`config.mk`:
```
export PLATFORM = sky130hd
export DESIGN_NAME = mem_bus_arbiter
export DESIGN_NICKNAME = d
export VERILOG_FILES = /design/src/rtl/mem_bus_arbiter.sv
export SDC_FILE = /design/constraint.sdc
export NUM_CORES = 1
export LEC_CHECK = 0
export CAP_MARGIN = 20
export CORE_AREA = 2 2 137 139
export CTS_CLUSTER_DIAMETER = 40
export DETAILED_ROUTE_END_ITERATION = 10
export DIE_AREA = 0 0 139 141
export GPL_TIMING_DRIVEN = 0
export PLACE_DENSITY = 0.75
export REMOVE_ABC_BUFFERS = 1
export SYNTH_ARGS = -nofsm -noshare
export SYNTH_HDL_FRONTEND = slang
export SYNTH_SLANG_ARGS = --single-unit
```
`constraint.sdc`:
```
create_clock -name clk -period 2.4 [get_ports clk]
set_clock_uncertainty 0.05 [all_clocks]
set_input_delay 0.48 -clock clk [delete_from_list [all_inputs] [get_ports clk]]
set_output_delay 0.48 -clock clk [all_outputs]
set_load 0.01 [all_outputs]
```
`src/rtl/mem_bus_arbiter.sv`:
```
// Two-master round-robin arbiter for the picorv32 native memory bus, with a
// watchdog that completes unanswered accesses with an error word.
module mem_bus_arbiter #(
   parameter int unsigned TIMEOUT_CYCLES = 255,
   parameter logic [31:0] ERR_RDATA      = 32'hDEAD_BEEF
) (
   input  logic        clk,
   input  logic        rst,
   input  logic        m0_valid,
   input  logic [31:0] m0_addr,
   input  logic [31:0] m0_wdata,
   input  logic [3:0]  m0_wstrb,
   output logic        m0_ready,
   output logic [31:0] m0_rdata,
   input  logic        m1_valid,
   input  logic [31:0] m1_addr,
   input  logic [31:0] m1_wdata,
   input  logic [3:0]  m1_wstrb,
   output logic        m1_ready,
   output logic [31:0] m1_rdata,
   output logic        s_valid,
   output logic [31:0] s_addr,
   output logic [31:0] s_wdata,
   output logic [3:0]  s_wstrb,
   input  logic        s_ready,
   input  logic [31:0] s_rdata,
   input  logic        timeout_clr,
   output logic        timeout_flag,
   output logic [31:0] timeout_addr,
   output logic [7:0]  timeout_cnt
);

   localparam int unsigned DW   = 32;
   localparam int unsigned WD_W = 16;
   localparam int unsigned TC_W = 8;
   localparam logic [WD_W-1:0] WD_LAST = WD_W'(TIMEOUT_CYCLES - 1);
   localparam logic [TC_W-1:0] TC_MAX  = '1;

   typedef enum logic [1:0] {
      ST_IDLE    = 2'd0,
      ST_BUSY    = 2'd1,
      ST_RELEASE = 2'd2
   } state_t;

   state_t            state, state_d;
   logic              grant, grant_d;
   logic              last_grant, last_grant_d;
   logic [WD_W-1:0]   wd_cnt, wd_cnt_d;
   logic              done;
   logic              err;
   logic              g_valid;
   logic [DW-1:0]     done_rdata;

   // Granted master's request path
   assign g_valid = grant ? m1_valid : m0_valid;
   assign s_addr  = grant ? m1_addr  : m0_addr;
   assign s_wdata = grant ? m1_wdata : m0_wdata;
   assign s_wstrb = grant ? m1_wstrb : m0_wstrb;

   always_ff @(posedge clk or posedge rst) begin
      if (rst) begin
         state      <= ST_IDLE;
         grant      <= 1'b0;
         last_grant <= 1'b1;
         wd_cnt     <= '0;
      end else begin
         state      <= state_d;
         grant      <= grant_d;
         last_grant <= last_grant_d;
         wd_cnt     <= wd_cnt_d;
      end
   end

   // Arbitration, completion and watchdog decisions
   always_comb begin
      state_d      = state;
      grant_d      = grant;
      last_grant_d = last_grant;
      wd_cnt_d     = wd_cnt;
      done         = 1'b0;
      err          = 1'b0;
      s_valid      = 1'b0;
      case (state)
         ST_IDLE: begin
            if (m0_valid || m1_valid) begin
               state_d  = ST_BUSY;
               wd_cnt_d = '0;
               grant_d  = (m0_valid && m1_valid) ? ~last_grant : m1_valid;
            end
         end
         ST_BUSY: begin
            if (!g_valid) begin
               // Requester abandoned the access: release quietly
               state_d      = ST_RELEASE;
               last_grant_d = grant;
            end else if (s_ready) begin
               s_valid      = 1'b1;
               done         = 1'b1;
               state_d      = ST_RELEASE;
               last_grant_d = grant;
            end else if (wd_cnt == WD_LAST) begin
               done         = 1'b1;
               err          = 1'b1;
               state_d      = ST_RELEASE;
               last_grant_d = grant;
            end else begin
               s_valid  = 1'b1;
               wd_cnt_d = wd_cnt + WD_W'(1);
            end
         end
         ST_RELEASE: state_d = ST_IDLE;
         default:    state_d = ST_IDLE;
      endcase
   end

   assign done_rdata = err ? ERR_RDATA : s_rdata;
   assign m0_ready   = done && !grant;
   assign m1_ready   = done && grant;
   assign m0_rdata   = m0_ready ? done_rdata : '0;
   assign m1_rdata   = m1_ready ? done_rdata : '0;

   // Timeout status; a new timeout beats a simultaneous clear
   always_ff @(posedge clk or posedge rst) begin
      if (rst) begin
         timeout_flag <= 1'b0;
         timeout_addr <= '0;
         timeout_cnt  <= '0;
      end else if (err) begin
         timeout_flag <= 1'b1;
         timeout_addr <= s_addr;
         if (timeout_cnt != TC_MAX) timeout_cnt <= timeout_cnt + TC_W'(1);
      end else if (timeout_clr) begin
         timeout_flag <= 1'b0;
      end
   end

endmodule
```
; After elaboration in Yosys (flattened, before gate mapping)
; Cells that the tools add are included.
[totals]
word_cells = 66
reg_bits = 61
output_inout_bits = 176
[op_classes]
n_reduce_logical = 13
mux = 34
eq_ne = 9
n_addsub = 2
n_bitwise = 1
[ops]
columns = cell, n
row1 = 32-bit two-way mux, 5
row2 = 16-bit two-way mux, 4
row3 = 16-bit one-hot mux with 2 select lines, 1
row4 = 1-bit two-way mux, 18
row5 = 16-bit by 1-bit adder with 16-bit output (second input constant), 1
row6 = 16-bit by 8-bit equality test with 1-bit output (second input constant), 1
row7 = 8-bit by 1-bit adder with 8-bit output (second input constant), 1
row8 = 2-bit two-way mux, 4
row9 = 2-bit inequality test (second input constant), 4
row10 = 8-bit inequality test (second input constant), 1
row11 = 2-bit AND reduction, 4
row12 = 5-bit AND reduction, 1
row13 = 4-bit two-way mux, 1
row14 = 4-bit inequality test (second input constant), 1
row15 = 2-bit one-hot mux with 2 select lines, 1
row16 = 2-bit nonzero test, 2
row17 = 1-bit logical AND, 3
row18 = 3-bit by 2-bit inequality test with 1-bit output (second input constant), 1
row19 = 2-bit by 1-bit equality test with 1-bit output (second input constant), 1
row20 = 2-bit logical NOT, 1
row21 = 1-bit logical NOT, 1
row22 = 1-bit logical OR, 1
row23 = 1-bit NOT, 1

; Depth between registers and ports, before layout
; Gate-level depths: netlist (run 1).
[depth]
depth_word = 7
ltp_mapped = 8
mapped_depth_nobuf = 6

; Worst setup path before layout (run 1)
; OpenSTA, ideal clock, no wires.
[synth_timing]
path_kind = register -> output
startpoint = reg wd_cnt[0]
endpoint = out m0_rdata[18]
path_slack_ns = -0.015
t_arrival_ns = 1.885
stages_incl_launch_ff = 8
required_time_ns = 1.870
path_cell_list = dfrtp_1 > inv_1 > ha_1 > nor4b_2 > a41oi_1 > nor4_2 > buf_4 > o21a_1
[synth_between]
elab_chain_len = 7
word_cells_on_any_way = 11
cone_classes = 1 x eq/ne / 9 x mux / 1 x reduce/logical
[synth_lines]
columns = element, line
row1 = start: declaration, 48  ; logic [WD_W-1:0] wd_cnt, wd_cnt_d;
row2 = start signal: assignment, 70  ; wd_cnt <= wd_cnt_d;
row3 = 16-bit by 8-bit equality test with 1-bit output, 101  ; end else if (wd_cnt == WD_LAST) begin
row4 = 1-bit two-way mux, 101
row5 = 1-bit two-way mux, 96  ; end else if (s_ready) begin
row6 = 1-bit two-way mux, 92  ; if (!g_valid) begin
row7 = 1-bit two-way mux, 83  ; case (state)
row8 = 1-bit logical AND, 117  ; assign m0_ready = done && !grant;
row9 = net m0_ready, 13  ; output logic m0_ready,
row10 = 32-bit two-way mux, 119  ; assign m0_rdata = m0_ready ? done_rdata : '0;
row11 = end: declaration, 14  ; output logic [31:0] m0_rdata,
; The timed path passes the listed nets, and every way through them passes these cells.

; Final worst setup path (run 1)
[layout_timing]
startpoint = reg wd_cnt[0]
endpoint = out m0_rdata[26]
[layout_between]
elab_chain_len = 7
word_cells_on_any_way = 11
cone_classes = 1 x eq/ne / 9 x mux / 1 x reduce/logical
[layout_lines]
columns = element, line
row1 = 16-bit by 8-bit equality test with 1-bit output *, 101
row2 = 1-bit two-way mux *, 101
row3 = 1-bit two-way mux, 96
row4 = 1-bit two-way mux, 92
row5 = 1-bit two-way mux, 83
row6 = 32-bit two-way mux or 1-bit logical AND (tied branches), "116, 117"
row7 = 32-bit two-way mux *, 119
; Every way passes the cells marked *; elsewhere a longest branch is shown, timed or not.

==> reports/summary.md, run 1 <==
The number of placed instances, taps included was 959; the routed length per instance was 20.9 µm. The largest family of logic cells by synthesized area is multiplexers. No sink is reached through more buffers than the 2 on the longest clock path. For the iteration-0 DRC count of the detailed router, the log shows 251. The worst register-to-register path ends at timeout_addr[21]. The total die area came out at 19600 µm². After clock tree synthesis, the flow added hold-fix buffers numbering 0.

At the pin with the least slew margin, the transition time is 0.808 ns. The tools report the global-route wire length before repair as 31100 µm. The top cell types in the final layout, fill and taps aside, are sky130_fd_sc_hd__clkdlybuf4s50_1 (212), sky130_fd_sc_hd__buf_2 (64), sky130_fd_sc_hd__dfrtp_1 (58), sky130_fd_sc_hd__mux2_1 (55), sky130_fd_sc_hd__o21a_1 (51). For this design the ratio of total power to cell area is 718 nW/µm².

The dominant synthesized flop cell is sky130_fd_sc_hd__dfrtp_1. The aggregate global routing overflow is 0. The critical path class is flip-flop to output port.

Detailed placement finished with a half-perimeter wire length of 14600 µm. Worst vdd rail ir drop: 0.479 mV. The critical path starts at wd_cnt[0]. During synthesis, Yosys emitted a total of 0 warnings.

Per report_power, the sequential group accounts for 21.3% of the total. Of the total power, combinational logic draws 57.2%. Net switching is 36.6% of the power. Global routing used 20.7% of the available tracks. The maximum fanout count along the critical path was 5; the simple-gate portion of the synthesized area was 13.5%.

At the worst endpoint, the required time is 1.87 ns. The initialized floorplan defines 50 standard-cell rows. The later pin in the worst-skew pair is clocked with a latency of 0.33 ns. The overall power consumption is 6.19 mW, and the initial antenna violation count is 1. The run gives 4919 as the overall via count from detail_route. The H-tree was split into 3 levels.

The total clock buffers created by CTS was 9. Counting flops and latches in the post-synthesis netlist gives 61. Of the post-synthesis cell area, the part taken by muxes is 27.8%. The via count of the first global-routing pass is 4917, and the antenna violation net count after detailed routing is 0. The cell-internal power was 3.92 mW; the unique cell type count in the Yosys netlist was 50.

The leakage dissipation is 3.85 nW, and the floorplan die height is 141 µm. For the worst flop-to-flop path, the logic depth is 10. Relative to the synthesized area, the layout overhead comes to 103%.

In the finished design, the share of the clock period the worst path needs comes to 124%. The tightest hold path in the finished design has a slack of 0.432 ns. Cells fill 47.2% of the core in the end. The worst pin sits at a relative slew slack of 45.7%. The tools report the top-level I/O count as 350. The placed instances occupy a cell area of 8020 µm².

Worst reg2reg path startpoint: wd_cnt[0]. The proportion of power drawn by the clock network came out at 21.5%. The tools report the final worst slack as -0.573 ns. Clock-pin slew was measured on the worst setup and hold paths at 0.05 ns.

Max-cap violations in this run came to 0. The mean area per synthesized cell was 10.7 µm². The path class of the tightest hold or removal check is flip-flop to flip-flop. The run gives 0 as the final-report max-slew violation count.

Setup repair after global routing could not meet its margin everywhere. The cell sitting at the root of the clock tree is a sky130_fd_sc_hd__clkbuf_16. For the synthesized instance count, the log shows 398. Number of nets in the layout: 964. For the pin count of the biggest net entering global routing, the log shows 41. The tree built by TritonCTS fans out to 61 sinks.

The xor and xnor fraction of the mapped netlist area works out to 1.03%. The compound-cell area share of the yosys netlist works out to 16.0%. The pre-antenna-repair detailed-routing pass consisted of 5 iterations.

For flop-to-flop paths, the worst setup slack is 0.11 ns. Type of origin of the critical path: a flip-flop. The proportion of register bits with asynchronous set or reset after synthesis works out to 100%. For this block, the routed nets add up to 21400 µm of wire.

The synthesized netlist devotes 0.885% of its cell area to adder and majority cells. The end point of the critical path was m0_rdata[26]. The switching power of the nets was 2.27 mW. Leaving out fill and tap cells, the most frequent cell in the layout is sky130_fd_sc_hd__clkdlybuf4s50_1. The number of failing hold endpoints at the final stage was 0; the number of standard cells in the final layout excluding fillers was 1027. Setup violations remaining at the end of the flow were counted as 51.

The mapped netlist covers 4240 µm². The width of the chip came out at 139 µm. Counting I/O delays and the setup requirement, the final critical path takes 2.97 ns. Of the synthesized area, sequential elements account for 36.0%. After routing the design area is 8620 µm². Once the floorplan was initialized, standard cells occupied 23.2% of the core. The congestion estimate from routability-driven global placement came to 0.761. The worst setup timing slack at the placement stage is -1.59 ns, and the top achievable clock speed is 0.336 GHz. The run finished, with violations left. The logs give 18300 µm² for the standard cell core area and 0 for the number of DRC violations after detailed routing. STA classifies the critical path endpoint as an output port. TritonCTS built the clock tree.

The run gives 2.44 ns as the data arrival time of the critical path. Number of flops mapped to enable cells by yosys: 0. The post-route netlist has 32.6% of its cells at a drive strength greater than 1. After routing, the total negative slack on setup checks comes to -25.08 ns.

The checks that failed: negative setup slack. The average via count per standard cell works out to 4.79. Buffers placed on the I/O ports in this run total 349.
==> critical path: stages, from the launching register on <==
cell	delay [ns]
sky130_fd_sc_hd__dfrtp_1	0.39
sky130_fd_sc_hd__inv_2	0.06
sky130_fd_sc_hd__ha_2	0.15
sky130_fd_sc_hd__nor4b_4	0.26
sky130_fd_sc_hd__buf_4	0.19
sky130_fd_sc_hd__a41oi_4	0.17
sky130_fd_sc_hd__nor4_4	0.27
sky130_fd_sc_hd__buf_6	0.19
sky130_fd_sc_hd__buf_6	0.13
sky130_fd_sc_hd__o21a_1	0.15
sky130_fd_sc_hd__buf_2	0.14
==> cell type report <==
cell class | count | area [µm²]
Multi-Input combinational cell | 296 | 2670
Antenna cell | 1 | 2.50
Sequential cell | 61 | 1530
Clock buffer | 15 | 278
Tap cell | 234 | 293
Clock inverter | 1 | 30.0
Fill cell | 1713 | 9640
Inverter | 13 | 48.8
Timing Repair Buffer | 406 | 3770
==> power groups by stage <==
stage	Clock, mW	Sequential, mW	Combinational (mW)
final	1.33	1.32	3.54
after global routing	1.41	1.34	3.75
after CTS	1.36	1.31	3.46
after detailed placement	0	1.34	3.01
after global placement	0	1.53	2.78
after floorplan	0	1.45	1.25
==> layer usage <==
| layer | track usage, % | vias to the layer above | wire, µm |
|---|---|---|---|
| met5 | 0 | - | 0 |
| met3 | 5.06 | 30 | 1420 |
| met4 | 5.42 | 0 | 400 |
| met1 | 26.6 | 2391 | 8900 |
| li1 | - | 2281 | - |
| met2 | 34.8 | 217 | 10700 |
==> worst min-delay path by stage <==
| stage | startpoint | end | slack, ns | depth (start not counted) |
|---|---|---|---|---|
| CTS | timeout_addr[6] | timeout_addr[6] | 0.44 | 1 |
| global placement | timeout_addr[25] | timeout_addr[25] | 0.42 | 1 |
| detailed placement | timeout_addr[24] | timeout_addr[24] | 0.42 | 1 |
| finish | timeout_addr[6] | timeout_addr[6] | 0.43 | 1 |
| global route | timeout_addr[29] | timeout_addr[29] | 0.45 | 1 |
| floorplan | wd_cnt[7] | wd_cnt[7] | 0.43 | 1 |
==> what timing repair did <==
action,in CTS,in global routing
buffers inserted,34,8
endpoints found under the setup margin,185,129
pin swaps,10,8
resized for setup,436,84
endpoints found under the hold margin,0,0
cloned,13,2
==> synth_stat cells, types with 2 or more instances <==
cell                       count  area share [%]
sky130_fd_sc_hd__or3_1         2            0.29
sky130_fd_sc_hd__a21oi_1       3            0.35
sky130_fd_sc_hd__buf_4         6             1.1
sky130_fd_sc_hd__nor4_1        4            0.59
sky130_fd_sc_hd__nand4_1       8             1.2
sky130_fd_sc_hd__and2_1       17             2.5
sky130_fd_sc_hd__mux2_2       48              13
sky130_fd_sc_hd__dfrtp_1      60              35
sky130_fd_sc_hd__and4_1        4            0.83
sky130_fd_sc_hd__a31oi_1      11             1.6
sky130_fd_sc_hd__o21ai_0       3            0.35
sky130_fd_sc_hd__ha_1          3            0.88
sky130_fd_sc_hd__nand2_1      12             1.1
sky130_fd_sc_hd__clkbuf_1      4            0.35
sky130_fd_sc_hd__nor4b_2       2            0.71
sky130_fd_sc_hd__nor3_2        2            0.47
sky130_fd_sc_hd__buf_2        12             1.4
sky130_fd_sc_hd__o211ai_1      4            0.71
sky130_fd_sc_hd__nor4_2        5             1.5
sky130_fd_sc_hd__a41oi_1       3            0.62
sky130_fd_sc_hd__o21a_1       51             9.0
sky130_fd_sc_hd__o21ai_1       2            0.24
sky130_fd_sc_hd__and3b_1       2            0.41
sky130_fd_sc_hd__inv_1        13             1.2
sky130_fd_sc_hd__nand3_1      12             1.4
sky130_fd_sc_hd__buf_1         6            0.53
sky130_fd_sc_hd__o31a_1        4            0.83
sky130_fd_sc_hd__nor3_1        8            0.94
sky130_fd_sc_hd__xor2_1        5             1.0
sky130_fd_sc_hd__mux2_1       56              15
sky130_fd_sc_hd__nor2_1        5            0.44
sky130_fd_sc_hd__nand2b_1      3            0.44
==> sequential cells by signal, indices dropped and copies added (netlist names) <==
register      cells
grant             1
last_grant        1
state             2
timeout_addr     32
timeout_cnt       8
timeout_flag      1
wd_cnt           16
==> logic make-up (layout without fill, tap and decap cells) <==
logic type      count (synthesis)  in the layout
compound gates                 92             92
xor+xnor                        5              5
fa+ha+maj                       3              3
buf+inv                        42            435
flops                          61             61
mux                           105            105
other cells                     0              1
simple gates                   90             91
Note: power is estimated with default switching activity, not from simulation.
==> run 2, diff against run 1 <==
--- a/config.mk
+++ b/config.mk
@@ -10,6 +10,7 @@
 export CTS_CLUSTER_DIAMETER = 40
 export DETAILED_ROUTE_END_ITERATION = 10
 export DIE_AREA = 0 0 139 141
+export GPL_ROUTABILITY_DRIVEN = 0
 export GPL_TIMING_DRIVEN = 0
 export PLACE_DENSITY = 0.75
 export REMOVE_ABC_BUFFERS = 1
==> results of run 2 <==
Same layout as run 1: the final DEF is identical, and so are final timing and power.
